## src/rtl/mem_pkg.sv

```systemverilog
// mem_pkg: shared types for the data-memory responder.
// Word width, controller states, access kinds and latched request.
package mem_pkg;

   localparam int WORD_SIZE = 16;

   typedef enum logic {
      IDLE,
      BUSY
   } mem_state_t;

   typedef enum logic {
      OP_READ,
      OP_WRITE
   } mem_op_t;

   typedef struct packed {
      logic [WORD_SIZE-1:0] addr;
      logic [WORD_SIZE-1:0] wrdata;
      mem_op_t              op;
   } mem_req_t;

   // Write wins when both request lines are high.
   function automatic mem_op_t req_op(input logic wr);
      return wr ? OP_WRITE : OP_READ;
   endfunction

endpackage

```

## src/rtl/sp_ram.sv

```systemverilog
// sp_ram: single-port synchronous word RAM.
// Read-first, one cycle read latency, no reset of contents.
module sp_ram #(
   parameter int WORD_SIZE = 16,
   parameter int DEPTH     = 256
) (
   input  logic                     clk,
   input  logic                     we,
   input  logic [$clog2(DEPTH)-1:0] addr,
   input  logic [WORD_SIZE-1:0]     wdata,
   output logic [WORD_SIZE-1:0]     rdata
);

   logic [WORD_SIZE-1:0] mem [DEPTH];

   // Write on enable, register the addressed word every cycle.
   always_ff @(posedge clk) begin
      if (we) mem[addr] <= wdata;
      rdata <= mem[addr];
   end

endmodule

```

## src/rtl/data_mem_responder.sv

```systemverilog
// data_mem_responder: data-port memory slave with fixed wait states.
// Optional ReadCount/WriteCount outputs: define DATA_MEM_STATS_EN.
module data_mem_responder
   import mem_pkg::*;
#(
   parameter int DEPTH       = 256,
   parameter int WAIT_STATES = 2
) (
   input  logic                 Clock,
   input  logic                 Reset,
   input  logic [WORD_SIZE-1:0] Addr,
   input  logic [WORD_SIZE-1:0] WrData,
   input  logic                 Write,
   input  logic                 Read,
   output logic [WORD_SIZE-1:0] RdData,
   output logic                 Waitreq,
   output logic                 ProtoErr
`ifdef DATA_MEM_STATS_EN
   ,
   output logic [WORD_SIZE-1:0] ReadCount,
   output logic [WORD_SIZE-1:0] WriteCount
`endif
);

   localparam int AW = $clog2(DEPTH);
   localparam int WS = (WAIT_STATES < 1) ? 1 : WAIT_STATES;
   localparam int CW = (WS > 1) ? $clog2(WS) : 1;

   mem_state_t           state;
   mem_state_t           state_nxt;
   logic [CW-1:0]        cnt;
   mem_req_t             req_l;
   logic [WORD_SIZE-1:0] rd_hold;
   logic [WORD_SIZE-1:0] ram_rdata;
   logic [AW-1:0]        ram_addr;
   logic                 req;
   logic                 last;
   logic                 done;
   logic                 ram_we;
   logic                 proto_hit;
   mem_op_t              cur_op;

   assign req    = Read | Write;
   assign cur_op = req_op(Write);
   assign last   = (state == BUSY) && (cnt == '0);

   // State register.
   always_ff @(posedge Clock) begin
      if (Reset) state <= IDLE;
      else       state <= state_nxt;
   end

   // Next state: accept from IDLE, leave BUSY on completion or drop.
   always_comb begin
      state_nxt = state;
      unique case (state)
         IDLE: if (req) state_nxt = BUSY;
         BUSY: if (!req || cnt == '0) state_nxt = IDLE;
         default: state_nxt = IDLE;
      endcase
   end

   // Outputs: stall, RAM port and read data bypass on completion.
   always_comb begin
      Waitreq  = 1'b0;
      done     = 1'b0;
      ram_we   = 1'b0;
      ram_addr = Addr[AW-1:0];
      RdData   = rd_hold;
      if (state == BUSY) ram_addr = req_l.addr[AW-1:0];
      if (!Reset) begin
         Waitreq = req & ~last;
         done    = req & last;
         ram_we  = done & (req_l.op == OP_WRITE);
         if (done && req_l.op == OP_READ) RdData = ram_rdata;
      end
   end

   // Protocol checks: dual op, dropped request, unstable request.
   always_comb begin
      proto_hit = Read & Write;
      if (state == BUSY) begin
         if (!req) begin
            proto_hit = 1'b1;
         end else if (Waitreq &&
                      (Addr != req_l.addr ||
                       WrData != req_l.wrdata ||
                       cur_op != req_l.op)) begin
            proto_hit = 1'b1;
         end
      end
   end

   // Request latch, wait counter, held read data, sticky error.
   always_ff @(posedge Clock) begin
      if (Reset) begin
         cnt      <= '0;
         req_l    <= '0;
         rd_hold  <= '0;
         ProtoErr <= 1'b0;
      end else begin
         if (state == IDLE && req) begin
            req_l.addr   <= Addr;
            req_l.wrdata <= WrData;
            req_l.op     <= cur_op;
            cnt          <= CW'(WS - 1);
         end else if (state == BUSY && req && cnt != '0) begin
            cnt <= cnt - CW'(1);
         end
         if (done && req_l.op == OP_READ) rd_hold <= ram_rdata;
         if (proto_hit) ProtoErr <= 1'b1;
      end
   end

`ifdef DATA_MEM_STATS_EN
   // Saturating counts of completed accesses.
   always_ff @(posedge Clock) begin
      if (Reset) begin
         ReadCount  <= '0;
         WriteCount <= '0;
      end else if (done) begin
         if (req_l.op == OP_READ) begin
            if (ReadCount != '1)
               ReadCount <= ReadCount + WORD_SIZE'(1);
         end else if (WriteCount != '1) begin
            WriteCount <= WriteCount + WORD_SIZE'(1);
         end
      end
   end
`endif

   sp_ram #(
      .WORD_SIZE(WORD_SIZE),
      .DEPTH    (DEPTH)
   ) u_ram (
      .clk  (Clock),
      .we   (ram_we),
      .addr (ram_addr),
      .wdata(req_l.wrdata),
      .rdata(ram_rdata)
   );

endmodule

```

## config.mk

```make
export PLATFORM = sky130hd
export DESIGN_NAME = data_mem_responder
export DESIGN_NICKNAME = d
export VERILOG_FILES = /design/src/rtl/mem_pkg.sv /design/src/rtl/sp_ram.sv /design/src/rtl/data_mem_responder.sv
export SDC_FILE = /design/constraint.sdc
export NUM_CORES = 2
export LEC_CHECK = 0
export ABC_AREA = 0
export CAP_MARGIN = 20
export CORE_UTILIZATION = 42
export CTS_CLUSTER_DIAMETER = 100
export DETAILED_ROUTE_END_ITERATION = 10
export PLACE_DENSITY_LB_ADDON = 0.25
export SLEW_MARGIN = 20
export SYNTH_ARGS = -nofsm -noshare
export SYNTH_HDL_FRONTEND = slang
export SYNTH_SLANG_ARGS = --single-unit
```

## constraint.sdc

```tcl
create_clock -name Clock -period 6.8 [get_ports Clock]
set_input_delay 1.02 -clock Clock [delete_from_list [all_inputs] [get_ports Clock]]
set_output_delay 1.02 -clock Clock [all_outputs]
set_load 0.01 [all_outputs]
```

==> qor.csv <==
metric,value,unit
drive_gt1_share,13.88,%
vias_per_cell,5.843,
clkTransAtPathRegs,0.06,ns
synth_area_leaders,"edfxtp_1 77%, mux2i_1 13%, o22ai_1 4.0%",
synth_top_area_share,77.13,%
tightest_slew,1.218,ns
cts_max_level,5,
post-place-ws,0.7768,ns
ys_async_sr_fraction,0,%
cts_buffer_depth,4,
setup_tns,0,ns
routedWlPerCell,30.48,µm
finClkSkew,0.06241,ns
setup_viol,0,
grt_max_degree,199,
design_area,183300,µm²
syn_to_final_growth,14.97,%
netlist_instances,8678,
num_rows,225,
cts_hold_buf,0,
cp_max_fo,62,
route.detailed.drc,0,
synth_edf_count,4096,
grt_use_met2,37.15,%
worstSkewPairLatency,0.99,ns
grt_pass1_wl,622.6,mm
ys_top_cells_by_count,"4,096 x edfxtp_1, 2,051 x mux2i_1, 1,024 x o22ai_1",
die_x,618.2,µm
syn_nets,8714,
cts.sinks,4164,
ios,54,
dr.first_iter.drc_count,10030,
post_synth.cell_area_avg,18.38,µm²
fmax,0.1776,GHz
place_area,169600,µm²
yosysSeqAreaShare,77.98,%
cts_buffers,414,
cp-start-kind,flop,
routabilityCongestion,0.8538,
fp.dieH,618.2,µm
max-cap-violations,0,
p_per_area,303.4,nW/µm²
endpoint_kind,flop,
track_usage,22.66,%
yosysTopAreaCell,edfxtp_1,
ys_ff_latch,4164,
irDropWorstVdd,0.2530,mV
synth_warnings,0,
cts_tree,built,
cts_repair_resize_count,0,
dr.pass1.iters,5,
period_share,82.80,%
finalHoldViolations,0,
die-area,382200,µm²
p_leak,60.04,nW
crit_slowest_cell,mux2_8,
status,finished clean,
fin_ws,1.170,ns
antenna_found_initial,14,
dp_hpwl,264.4,mm
port_buffers,53,
crit_type,flop to flop,
hold_path.class,flop to flop,
rsz0062_at_grt,no,
overflow,0,
use_met1,31.03,%
finalMaxSlewViolations,0,
nets,9282,
coreArea,376700,µm²
relSlewSlack,17.71,%
cp_cell_sequence,mux2_8 > buf_4 > buf_4 > mux2i_1 > o22ai_1 > o41ai_1 > a41oi_1 > a2111o_1,
synth_cell_type_count,33,
period_minus_slack,5.630,ns
antenna_left,0,
synth_ff_type,edfxtp_1,
grt_busiest_layer,met2,
cpMostUsedCell,buf_4,
grt_pass1_vias,82780,
critPathArrivalTime,6.47,ns
final_util,48.67,%
start_util,42.34,%
cts-root-buf,clkbuf_16,
vias,85290,
totalWireLength,444.9,mm
cp_slowest_stage_delay,0.98,ns
yosysMostFrequentCell,edfxtp_1,
rrSetupSlack,1.17,ns
syn-cell-area,159500,µm²
post_cts_buffers,0,
grt_use_met3,3.345,%
cp.required,7.64,ns
==> power breakdown <==
part | switching [mW] | total (mW) | internal (mW)
clock network | 9.65 | 23.0 | 13.3
logic | 2.65 | 4.00 | 1.35
registers | 0.266 | 28.6 | 28.4
total | 12.6 | 55.6 | 43.1
==> layer usage <==
metal / vias to the layer above / wire [µm]
li1: 36660 / -
met1: 44570 / 183500
met2: 3376 / 213400
met3: 671 / 32450
met4: 6 / 15600
met5: - / 39
==> cell families (layout without fill, tap and decap cells) <==
kind of cell,Yosys count,in the layout,synth area share (%)
xor+xnor,33,33,0.1812
mux,2069,2069,13.00
compound gates,1412,1412,6.025
simple gates,462,462,1.165
buf+inv,538,1456,1.643
flops,4164,4164,77.98
other cells,0,7,0
==> cells in the final DEF, fill, tap and decap left out, types with 52 or more instances in the layout <==
cell,netlist,final
clkinv_1,0,86
mux2i_1,2051,2051
nor2_1,267,259
buf_4,12,566
clkinv_2,0,84
o41ai_1,256,245
nand2_1,143,119
edfxtp_1,4096,4096
clkbuf_1,279,79
buf_12,0,68
clkdlybuf4s50_1,0,52
o22ai_1,1024,1024
clkbuf_16,0,424
==> worst max-delay path, delay by kind of cell (launching register included) <==
| family | cells | cell delay, ns |
|---|---|---|
| compound gates | 4 | 2.12 |
| mux | 2 | 1.24 |
| buf+inv | 2 | 1.03 |
| flops | 1 | 0.92 |
==> per-stage QoR <==
stage	hold WS, ns	power, mW	instances
2_1_floorplan	0.4284	31.43	8678
3_3_place_gp	0.4410	33.10	13820
3_5_place_dp	0.4439	33.17	13820
4_1_cts	0.4515	55.93	14590
5_1_grt	0.4720	57.02	14590
6_report	0.4517	55.62	14600
==> area by class of cell <==
class	instances	area, µm²
fillers	30780	193300
flip-flops and latches	4164	124400
multi-input cells	3976	32820
clock buffers	512	11030
well taps	4994	6248
repair buffers	690	6186
clock inverters	254	2614
diodes	7	17.52
==> registers in the layout (all words and copies together), names as in the netlist <==
name	count
state	1
cnt	1
u_ram.mem	4096
rd_hold	16
ProtoErr	1
u_ram.rdata	16
req_l	33
==> worst paths after layout <==
| kind | from | to | cells after the start |
|---|---|---|---|
| worst max-delay path | state | u_ram.rdata[8] | 8 |
| worst min-delay path | rd_hold[8] | rd_hold[8] | 2 |
| worst max register to register | state | u_ram.rdata[8] | 8 |
| worst min register to register | rd_hold[8] | rd_hold[8] | 2 |
Note: power is estimated with default switching activity, not from simulation.
